File: config.mk
export PLATFORM = sky130hd
export DESIGN_NAME = piradip_trigger_sequencer
export DESIGN_NICKNAME = d
export VERILOG_FILES = /design/src/rtl/piradip_trigger_pkg.sv /design/src/rtl/piradip_period_timer.sv /design/src/rtl/piradip_trigger_sequencer.sv
export SDC_FILE = /design/constraint.sdc
export NUM_CORES = 1
export LEC_CHECK = 0
export ABC_CLOCK_PERIOD_IN_PS = 8300
export BUFFER_PORTS_ARGS = -buffer_cell sky130_fd_sc_hd__buf_2
export CORE_MARGIN = 2
export CORE_UTILIZATION = 62
export CTS_CLUSTER_DIAMETER = 40
export DETAILED_ROUTE_END_ITERATION = 6
export HOLD_SLACK_MARGIN = 0.03
export PLACE_DENSITY = 0.87
export SLEW_MARGIN = 10
export SYNTH_ARGS = -nofsm -noshare
export SYNTH_HDL_FRONTEND = slang
export SYNTH_SLANG_ARGS = --single-unit
File: constraint.sdc
create_clock -name clk -period 8.3 [get_ports clk]
set_input_delay 1.245 -clock clk [delete_from_list [all_inputs] [get_ports clk]]
set_output_delay 1.245 -clock clk [all_outputs]
set_load 0.02 [all_outputs]
File: src/rtl/piradip_trigger_pkg.sv
// Shared types and constants for the piradip trigger sequencer.
// Optional feature macro (consumed by the top): PIRADIP_TRIGGER_SEQUENCER_TIMESTAMP_EN.
package piradip_trigger_pkg;

  typedef enum logic [2:0] {
    IDLE,
    ARM,
    COUNT,
    HOLD,
    DONE_WAIT
  } trig_seq_state_t;

  // Shortest arm spacing that still lets the bank's armed status be seen before the next expiry
  localparam int unsigned MIN_TRIGGER_PERIOD = 2;

  // Register map for a future AXI-lite wrapper
  localparam int unsigned REGISTER_SEQ_CTRL   = 32'h0000_0000;
  localparam int unsigned REGISTER_SEQ_PERIOD = 32'h0000_0004;
  localparam int unsigned REGISTER_SEQ_REPEAT = 32'h0000_0008;
  localparam int unsigned REGISTER_SEQ_STATUS = 32'h0000_000C;

endpackage

File: src/rtl/piradip_period_timer.sv
// Loadable down-counter: load wins over enable, stops at zero, zero_c flags count==0.
module piradip_period_timer #(
  parameter int unsigned WIDTH = 32
) (
  input  logic             clk,
  input  logic             rst,
  input  logic             load,
  input  logic             en,
  input  logic [WIDTH-1:0] load_val,
  output logic             zero_c
);

  logic [WIDTH-1:0] count;

  always_ff @(posedge clk or posedge rst) begin
    if (rst) begin
      count <= '0;
    end else if (load) begin
      count <= load_val;
    end else if (en && (count != '0)) begin
      count <= count - WIDTH'(1);
    end
  end

  assign zero_c = (count == '0);

endmodule

File: src/rtl/piradip_trigger_sequencer.sv
// Autonomous burst/periodic arm-pulse sequencer for a bank of piradip_single_trigger units.
// Optional: define PIRADIP_TRIGGER_SEQUENCER_TIMESTAMP_EN to add the last_arm_ts output.
module piradip_trigger_sequencer
  import piradip_trigger_pkg::*;
#(
  parameter int unsigned CNT_WIDTH = 32,
  parameter int unsigned N_TRIGGER = 32
) (
  input  logic                 clk,
  input  logic                 rst,
  input  logic                 start,
  input  logic                 stop,
  input  logic [CNT_WIDTH-1:0] period,
  input  logic [CNT_WIDTH-1:0] repeat_count,
  input  logic [N_TRIGGER-1:0] unit_armed,
  output logic                 arm,
  output logic                 busy,
  output logic                 done,
  output logic [CNT_WIDTH-1:0] fire_count,
  output logic                 overrun
`ifdef PIRADIP_TRIGGER_SEQUENCER_TIMESTAMP_EN
  ,
  output logic [CNT_WIDTH-1:0] last_arm_ts
`endif
);

  localparam logic [CNT_WIDTH-1:0] MIN_PERIOD = CNT_WIDTH'(MIN_TRIGGER_PERIOD);
  localparam logic [CNT_WIDTH-1:0] ONE        = CNT_WIDTH'(1);

  trig_seq_state_t      state, state_d;
  logic [CNT_WIDTH-1:0] eff_period_q, eff_period_d;
  logic [CNT_WIDTH-1:0] remaining_q, remaining_d;
  logic                 finite_q, finite_d;
  logic [CNT_WIDTH-1:0] fire_count_d;
  logic                 overrun_d, done_d, arm_d, busy_d;
  logic                 tmr_load, tmr_en, tmr_zero_c;
  logic                 any_armed_c;

  assign any_armed_c = |unit_armed;

  piradip_period_timer #(
    .WIDTH (CNT_WIDTH)
  ) u_period_timer (
    .clk      (clk),
    .rst      (rst),
    .load     (tmr_load),
    .en       (tmr_en),
    .load_val (eff_period_q - MIN_PERIOD),
    .zero_c   (tmr_zero_c)
  );

  always_ff @(posedge clk or posedge rst) begin
    if (rst) begin
      state        <= IDLE;
      eff_period_q <= '0;
      remaining_q  <= '0;
      finite_q     <= 1'b0;
      fire_count   <= '0;
      overrun      <= 1'b0;
      done         <= 1'b0;
      arm          <= 1'b0;
      busy         <= 1'b0;
    end else begin
      state        <= state_d;
      eff_period_q <= eff_period_d;
      remaining_q  <= remaining_d;
      finite_q     <= finite_d;
      fire_count   <= fire_count_d;
      overrun      <= overrun_d;
      done         <= done_d;
      arm          <= arm_d;
      busy         <= busy_d;
    end
  end

  always_comb begin
    state_d      = state;
    eff_period_d = eff_period_q;
    remaining_d  = remaining_q;
    finite_d     = finite_q;
    fire_count_d = fire_count;
    overrun_d    = overrun;
    done_d       = 1'b0;
    tmr_load     = 1'b0;
    tmr_en       = 1'b0;

    unique case (state)
      IDLE: begin
        if (start && !stop) begin
          eff_period_d = (period < MIN_PERIOD) ? MIN_PERIOD : period;
          remaining_d  = repeat_count;
          finite_d     = (repeat_count != '0);
          fire_count_d = '0;
          overrun_d    = 1'b0;
          state_d      = ARM;
        end
      end
      ARM: begin
        fire_count_d = (fire_count == '1) ? fire_count : fire_count + ONE;
        tmr_load     = 1'b1;
        if (finite_q) begin
          remaining_d = remaining_q - ONE;
        end
        state_d = (finite_q && (remaining_q == ONE)) ? DONE_WAIT : COUNT;
      end
      COUNT: begin
        tmr_en = 1'b1;
        if (tmr_zero_c) begin
          if (any_armed_c) begin
            overrun_d = 1'b1;
            state_d   = HOLD;
          end else begin
            state_d = ARM;
          end
        end
      end
      HOLD: begin
        if (!any_armed_c) begin
          state_d = ARM;
        end
      end
      DONE_WAIT: begin
        if (!any_armed_c) begin
          done_d  = 1'b1;
          state_d = IDLE;
        end
      end
      default: state_d = IDLE;
    endcase

    // Abort takes priority over any pending arm or completion
    if (stop && (state != IDLE)) begin
      state_d = IDLE;
      done_d  = 1'b0;
    end

    arm_d  = (state_d == ARM);
    busy_d = (state_d != IDLE);
  end

`ifdef PIRADIP_TRIGGER_SEQUENCER_TIMESTAMP_EN
  logic [CNT_WIDTH-1:0] ts_cnt;

  // Free-running cycle counter, sampled once per arm
  always_ff @(posedge clk or posedge rst) begin
    if (rst) begin
      ts_cnt      <= '0;
      last_arm_ts <= '0;
    end else begin
      ts_cnt <= ts_cnt + ONE;
      if (state == ARM) begin
        last_arm_ts <= ts_cnt;
      end
    end
  end
`endif

endmodule

# Yosys cells after proc, flatten, opt, wreduce, memory -nomap -nowiden
# Index checks and enable logic that the tools add are counted.
# Widths: inputs -> output; s select.
# totals
ff_bits,136
input_bits,100
output_inout_bits,36
word_cells,72
# op_classes
n_addsub,4
n_lt_le_gt_ge,1
eq_ne,12
mux,26
n_reduce_logical,19
# ops
operator,count
$mux 32,7
$pmux 32 s2,2
$reduce_bool 32->1,2
$sub 32x1->32 const B,2
$add 32x1->32 const B,1
$eq 32x1->1 const B,1
$eq 32x32->1 const B,1
$logic_not 32->1,1
$lt 32x2->1 const B,1
$reduce_or 32->1,1
$sub 32x2->32 const B,1
$mux 3,6
$pmux 3 s5,1
$ne 2x2->1 const B,5
$mux 1,8
$eq 3x1->1 const B,2
$eq 3x2->1 const B,2
$reduce_and 3->1,2
$reduce_bool 2->1,3
$reduce_bool 3->1,2
$logic_and 1x1->1,4
$reduce_and 4->1,1
$eq 3x3->1 const B,1
$logic_not 3->1,1
4 further kinds,4

# Depth between registers and ports, before layout
# Gate-level depths: netlist (run 1).
# depth
ltp_word,6
mapped_depth,10
ltp_nobuf,8

# By module
# Synthesis (run 1) repeated with hierarchy kept, for this count alone.
# hier_totals
hier_cells,972
hier_area_um2,8320.5
# by_module_without_submodules
module,n_inst,cells_per_inst,area_per_inst_um2,seq_area_each_um2
piradip_trigger_sequencer,1,746,6147.1,2602.5
piradip_period_timer,1,226,2173.3,800.8

# Worst setup path before layout (run 1)
# Ideal clock, no wire load.
# synth_timing
kind,input to register
start,in start
end,reg remaining_q[10]
setup_ns,0.137
arrival_time_ns,2.461
required_ns,8.163
path_slack_ns,5.702
stages,6
path_buffers,2
cell_sequence,nor2b_1 -> nand2b_1 -> a211oi_1 -> clkbuf_1 -> clkbuf_1 -> a21oi_1
# synth_between
elab_chain_len,3
# synth_lines
item,line_no,text
start: declaration,piradip_trigger_sequencer.sv:11,"input logic start,"
$logic_and 1x1->1,piradip_trigger_sequencer.sv:89,if (start && !stop) begin
$ne 2x2->1 (no source line),-,
$reduce_and 3->1 (no source line),-,
end signal: assignment,piradip_trigger_sequencer.sv:66,remaining_q <= remaining_d;
end: declaration,piradip_trigger_sequencer.sv:32,"logic [CNT_WIDTH-1:0] remaining_q, remaining_d;"
# Every way passes these cells.
# A chain may end at the register's enable or synchronous reset.

# Final worst setup path (run 1)
# layout_timing
start,reg remaining_q[0]
end,reg remaining_q[26]
# layout_between
elab_chain_len,3
# layout_lines
item,line_no,text
$sub 32x1->32,piradip_trigger_sequencer.sv:102,remaining_d = remaining_q - ONE;
$mux 32,piradip_trigger_sequencer.sv:101,if (finite_q) begin
$pmux 32 s2,piradip_trigger_sequencer.sv:87,unique case (state)
# Every way passes these cells. The select of a mux whose other input is x is not followed.

==> results.txt, run 1 <==
max cap viols - 0
initial antenna violation count - 0
Skew-Pair Late Insertion Delay - 0.42 ns
sequential area share after synthesis - 42.5%
Synth Instances - 940
HP Class - register to register
reg2reg path depth - 7
initial drt markers - 714
Peak Freq - 352 MHz
CP max-delay cell - nor4b_1
Mapped Area - 8010 um^2
area leader, netlist - dfrtp_1
CTS buffer count - 17
met3 capacity usage during global routing - 6.73%
area grow syn2layout - 17.1%
#FFs+latches synth - 136
Slew Limit Fails - 0
CTS H-Tree Depth - 4
Tmin final - 2.84 ns
post-route cell area - 9370 um^2
leakage power - 4.11 nW
M2 GR Usage - 48.6%
busiest layer in global routing - met2
dpl hpwl - 14,200 um
PwrDens - 318 nW/um^2
Least-Margin Pin Slew - 0.977 ns
crit path cell chain - inv_1 -> ha_1 -> nor4b_1 -> nand4_1 -> or2_2 -> o311ai_0 -> nand3_1
cts hold-fix bufs - 0
std cell rows - 41
Synth top area share - 42.5%
GP Congestion - 0.912
Post-synth EDFFs - 0
Resize count post-CTS - 0
WL per Instance - 17.2 um
die width - 118 um
Synth cell types - 67
main flop type after synthesis - dfrtp_1
clock root buffer - clkbuf_16
CTS clk-pin slew, worst paths - 0.06 ns
Hold Slack - 0.485 ns
worst hold path startpoint - remaining_q[6]
Core ar. - 12,600 um^2
arrival time at the worst endpoint - 3.12 ns
Placed Area - 8790 um^2
setup repair bufs after CTS - 0
largest cells by area after synthesis - dfrtp_1 (43%), nand2_1 (7.1%), xor2_1 (4.8%)
share of cells above drive strength 1 - 17.8%
largest net degree at the start of global routing - 86
unrepaired setup endpoints after global routing - false
Setup Crit Path Kind - register to register
Worst Hold Depth - 2
Residual DRC - 0
Max Clock Skew - 0.00682 ns
Global Route Usage Sum - 31.0%
Num Clock Sinks - 136
Async S/R FF share, synth - 100%
worst reg2reg startpoint - remaining_q[0]
Hold Path End - remaining_q[6]
worst reg2reg setup slack - 5.46 ns
Vias per Instance - 6.33
Final WS setup - 5.46 ns
IO Port Bufs - 135
Final #Nets - 1,160
crit-path max cell delay - 0.59 ns
Final ANT Viol Nets - 0
r2r endpoint - remaining_q[26]
crit share post-route - 34.2%
drt first pass iters - 6
final WL - 21,200 um
Startpoint Class - register
clk buf depth - 2
Final Hold Fails - 0
via count - 7,820
post-place setup slack - 5.23 ns
Ys Warns - 0
Slew headroom - 34.9%
syn_area_per_cell - 8.52 um^2
number of diodes - 0
full die area - 13,800 um^2
die height - 118 um
num ports - 136
gr ovfl total - 0
TritonCTS clock tree - done
number of global-route vias before repair - 7,262
Core Util, Final - 74.3%
data required time of the worst path - 8.59 ns
Peak VDD IR - 0.199 mV
first-pass GRT wire length - 35,200 um
Syn Nets - 1,046
Final TNS setup - 0 ns
M1 GR Usage - 43.3%
Starting Density - 63.5%
outcome - finished, final reports clean
Crit. End Element - register
Worst Path Max Fanout - 8
final setup violation count - 0
==> sequential cells by signal (all words and copies together) (netlist names) <==
name and cells:
finite_q 1, state 3, fire_count 32, done 1
remaining_q 32, eff_period_q 32, overrun 1, busy 1
u_period_timer.count 32, arm 1
==> report_power, final <==
group | switching (mW) | internal [mW]
Combinational | 0.569 | 0.392
Clock | 0.276 | 0.496
Sequential | 0.329 | 0.916
==> synthesized netlist by cell type, types with 10 or more instances <==
| cell | count |
|---|---|
| nand2_1 | 151 |
| dfrtp_1 | 136 |
| nor2_1 | 95 |
| a21oi_1 | 50 |
| nor4_1 | 48 |
| o21ai_0 | 45 |
| xor2_1 | 44 |
| clkbuf_1 | 39 |
| nand4_1 | 37 |
| nand3_1 | 36 |
| nor3_1 | 35 |
| xnor2_1 | 31 |
| and3_1 | 14 |
| inv_1 | 12 |
| or3_1 | 12 |
| and4_1 | 10 |
| mux2i_1 | 10 |
==> final cells by class <==
cell class	instances	area, um^2
Clock buffer	20	437
Clock inverter	8	150
Fill cell	959	3250
Inverter	12	50.0
Multi-Input combinational cell	746	4400
Sequential cell	136	3400
Tap cell	172	215
Timing Repair Buffer	141	721
==> layer usage <==
metal | wire length [um] | up-vias
li1 | - | 3634
met1 | 9040 | 3730
met2 | 9950 | 411
met3 | 1820 | 45
met4 | 395 | 0
met5 | 0 | -
==> worst max-delay path, delay by kind of cell (launching register included) <==
kind | cells | cell delay, ns
flip-flops | 1 | 0.44
adder cells (fa/ha/maj) | 1 | 0.23
AND/OR/NAND/NOR | 4 | 1.63
buffers and inverters | 1 | 0.09
AO/OA/AOI/OAI | 1 | 0.32
==> worst max-delay path by stage <==
stage / to / depth (start not counted) / slack (ns) / startpoint
3_5_place_dp: remaining_q[30] / 7 / 5.23 / start
6_report: remaining_q[26] / 7 / 5.46 / remaining_q[0]
2_1_floorplan: arm / 1 / 3.42 / rst
4_1_cts: remaining_q[26] / 7 / 5.53 / remaining_q[0]
3_3_place_gp: remaining_q[30] / 7 / 5.30 / start
5_1_grt: remaining_q[26] / 7 / 5.16 / remaining_q[0]
==> per-stage QoR <==
stage / instances / total power [mW]
after floorplan: 940 / 1.89
after global placement: 1207 / 2.12
after detailed placement: 1207 / 2.18
after CTS: 1235 / 2.96
after global routing: 1235 / 3.17
final: 1235 / 2.98
==> layout by cell type, fill, tap and decap left out, types with 34 or more instances in the layout <==
| master | count |
|---|---|
| xor2_1 | 44 |
| nand2_1 | 151 |
| nand4_1 | 37 |
| buf_2 | 135 |
| dfrtp_1 | 136 |
| nor4_1 | 48 |
| nor3_1 | 34 |
| a21oi_1 | 50 |
| nor2_1 | 95 |
| o21ai_0 | 45 |
| nand3_1 | 36 |
==> logic make-up (layout without fill, tap and decap cells) <==
group           after synthesis  after routing  synth area share [%]
simple gates                495            495                  31.9
compound gates              160            160                  12.5
flops                       136            136                  42.5
xor+xnor                     75             75                  8.20
buf+inv                      58            181                  2.75
mux                          10             10                  1.25
fa+ha+maj                     6              6                 0.937
Note: power is estimated with default switching activity, not from simulation.
==> run 2: changes to the inputs <==
--- a/config.mk
+++ b/config.mk
@@ -5,14 +5,15 @@
 export SDC_FILE = /design/constraint.sdc
 export NUM_CORES = 1
 export LEC_CHECK = 0
-export ABC_CLOCK_PERIOD_IN_PS = 8300
+export ABC_AREA = 1
+export ABC_CLOCK_PERIOD_IN_PS = 2900
 export BUFFER_PORTS_ARGS = -buffer_cell sky130_fd_sc_hd__buf_2
 export CORE_MARGIN = 2
-export CORE_UTILIZATION = 62
+export CORE_UTILIZATION = 59
 export CTS_CLUSTER_DIAMETER = 40
 export DETAILED_ROUTE_END_ITERATION = 6
 export HOLD_SLACK_MARGIN = 0.03
-export PLACE_DENSITY = 0.87
+export PLACE_DENSITY = 0.82
 export SLEW_MARGIN = 10
 export SYNTH_ARGS = -nofsm -noshare
 export SYNTH_HDL_FRONTEND = slang
==> constraint.sdc (replaced) <==
create_clock -name clk -period 2.9 [get_ports clk]
set_input_delay 0.435 -clock clk [delete_from_list [all_inputs] [get_ports clk]]
set_output_delay 0.435 -clock clk [all_outputs]
set_load 0.02 [all_outputs]
==> run 2 against run 1 <==
Against the previous run: synthesized cell count up 60%; critical path type unchanged; area after synthesis up 18%; die area up 24%; final cell count up 50%; via count up 30%; critical path depth up 1; routed wire length up 26%; first-iteration DRC count up 50%; setup slack worse by 4.9 ns; sequential share of layout area down 5.1 points.
==> results.txt, run 2 <==
outcome - finished, final reports clean
CTS H-Tree Depth - 4 (unchanged)
Slew headroom - 41.5% (+6.7 points)
Crit. End Element - register
TritonCTS clock tree - done
Worst Path Max Fanout - 52 (+44)
Multi-input gate area - 5270 um^2 (+20%)
full die area - 17,100 um^2 (+24%)
Final TNS setup - 0 ns (unchanged)
WL per Instance - 14.4 um (-16%)
number of global-route vias before repair - 9,063 (+25%)
first-pass GRT wire length - 42,900 um (+22%)
final setup violation count - 0 (unchanged)
commonest non-fill, non-tap cell in the layout - nand2_1
clock root buffer - clkbuf_16
worst reg2reg startpoint - state[1]
most instantiated cells after synthesis - nand2_1 (455), nor2_1 (269), inv_1 (149)
Synth cell types - 39 (-42%)
Ys Warns - 0 (unchanged)
clk buf depth - 2 (unchanged)
initial antenna violation count - 0 (unchanged)
post-place setup slack - 0.610 ns (-4.62 ns)
CP max-delay cell - inv_2
Starting Density - 60.1% (-3.3 points)
Slew Limit Fails - 0 (unchanged)
r2r endpoint - remaining_q[13]
dpl hpwl - 19,700 um (+39%)
#FFs+latches synth - 136 (unchanged)
setup repair bufs after CTS - 0 (unchanged)
commonest cells after routing, fill and taps aside - nand2_1 (455), nor2_1 (269), inv_1 (148)
Synth Instances - 1,502 (+60%)
leakage power - 5.09 nW (+24%)
arrival time at the worst endpoint - 2.65 ns (-0.47 ns)
top-count cell post-synth - nand2_1
Vias per Instance - 5.48 (-13%)
drt first pass iters - 6 (unchanged)
register area - 3400 um^2 (unchanged)
reg2reg path depth - 8 (+1)
sequential area share after synthesis - 35.9% (-6.6 points)
Setup Crit Path Kind - register to register
Synth top area share - 35.9% (-6.6 points)
die height - 131 um (+11%)
Post-synth EDFFs - 0 (unchanged)
HP Class - input pin to async pin
Async S/R FF share, synth - 100% (unchanged)
syn_area_per_cell - 6.32 um^2 (-26%)
cts hold-fix bufs - 0 (unchanged)
Residual DRC - 0 (unchanged)
number of diodes - 0 (unchanged)
Core Util, Final - 69.1% (-5.2 points)
Startpoint Class - register
die width - 131 um (+11%)
PwrDens - 898 nW/um^2 (+180%)
final WL - 26,700 um (+26%)
data required time of the worst path - 3.24 ns (-5.35 ns)
GP Congestion - 0.997 (+9.4%)
crit share post-route - 79.8% (+46 points)
Num Clock Sinks - 136 (unchanged)
main flop type after synthesis - dfrtp_1
num ports - 136 (unchanged)
Resize count post-CTS - 0 (unchanged)
Final WS setup - 0.586 ns (-4.88 ns)
Global Route Usage Sum - 31.9% (+0.85 points)
number of placed cells counting well taps - 1,825 (+51%)
Filler cells - 1,409 (+47%)
Max Clock Skew - 0.0103 ns (+0.00349 ns)
max cap viols - 0 (unchanged)
largest net degree at the start of global routing - 105 (+22%)
Peak VDD IR - 0.550 mV (+180%)
final non-filler cell total - 1,854 (+50%)
largest cells by area after synthesis - dfrtp_1 (36%), nand2_1 (18%), nor2_1 (11%)
Final Hold Fails - 0 (unchanged)
worst reg2reg setup slack - 0.59 ns (-4.88 ns)
crit path cell chain - nor2_2 -> nand4_4 -> inv_2 -> a21oi_2 -> buf_4 -> inv_2 -> o21ai_0 -> o22ai_1
Mapped Area - 9490 um^2 (+18%)
std cell rows - 46 (+12%)
cell mode on critical path - inv_2
Tmin final - 2.31 ns (-0.523 ns)
crit-path max cell delay - 0.58 ns (about the same)
Skew-Pair Late Insertion Delay - 0.43 ns (about the same)
IO Port Bufs - 135 (unchanged)
area leader, netlist - dfrtp_1
Least-Margin Pin Slew - 0.876 ns (-0.102 ns)
Final ANT Viol Nets - 0 (unchanged)
CTS buffer count - 17 (unchanged)
unrepaired setup endpoints after global routing - false
Syn Nets - 1,608 (+54%)
area grow syn2layout - 14.9%
gr ovfl total - 0 (unchanged)
Final #Nets - 1,734 (+49%)
share of cells above drive strength 1 - 12.6% (-5.2 points)
via count - 10,200 (+30%)
Pwr Total - 9.78 mW (+230%)
initial drt markers - 1,071 (+50%)
Core ar. - 15,800 um^2 (+25%)
CTS clk-pin slew, worst paths - 0.06 ns (about the same)
Peak Freq - 432 MHz (+23%)
run 2: critical path, delay by kind of cell, from the launching register on:
| family | cells | cell delay, ns |
|---|---|---|
| AOI/OAI and AO/OA | 3 | 0.42 |
| buffers and inverters | 3 | 0.92 |
| DFF | 1 | 0.43 |
| and+or+nand+nor | 2 | 0.44 |
run 2: cell families after synthesis:
logic type / share of synthesized area, %
adders and majority gates: 0.791
DFF: 35.9
AOI/OAI and AO/OA: 11.2
xor gates and xnor gates: 3.14
and+or+nand+nor: 40.5
buffers and inverters: 8.57
run 2: worst max-delay path by stage:
stage / startpoint / end / cells after the start
6_report: state[1] / remaining_q[13] / 8
5_1_grt: state[1] / remaining_q[13] / 8
4_1_cts: state[1] / remaining_q[13] / 6
3_5_place_dp: state[1] / remaining_q[13] / 6
3_3_place_gp: stop / remaining_q[17] / 11
2_1_floorplan: rst / arm / 1
run 2: where the power goes:
group	total [mW]	internal [mW]	switching (mW)
logic	4.28	1.39	2.90
registers	3.43	2.64	0.794
clock network	2.07	1.28	0.795
total	9.78	5.30	4.48
run 2: routing by layer:
layer / wire length, um / GRT usage, % / vias up
met5: 0 / 0 / -
met4: 793 / 11.1 / 0
met3: 1730 / 6.15 / 62
met2: 12700 / 53.4 / 408
met1: 11500 / 41.6 / 4642
li1: - / - / 5056
run 2: layout make-up:
| class | instances | area share, % |
|---|---|---|
| Clock inverter | 3 | 0.368 |
| Multi-Input combinational cell | 1168 | 48.4 |
| Sequential cell | 136 | 31.2 |
| Inverter | 158 | 5.50 |
| Tap cell | 216 | 2.48 |
| Timing Repair Buffer | 147 | 7.37 |
| Clock buffer | 26 | 4.67 |
run 2: per-stage QoR:
step | instance area, um^2 | hold slack, ns
global placement | 10300 | 0.467
detailed placement | 10300 | 0.489
CTS | 10900 | 0.190
floorplan | 9490 | 0.453
global route | 10900 | 0.195
finish | 10900 | 0.183
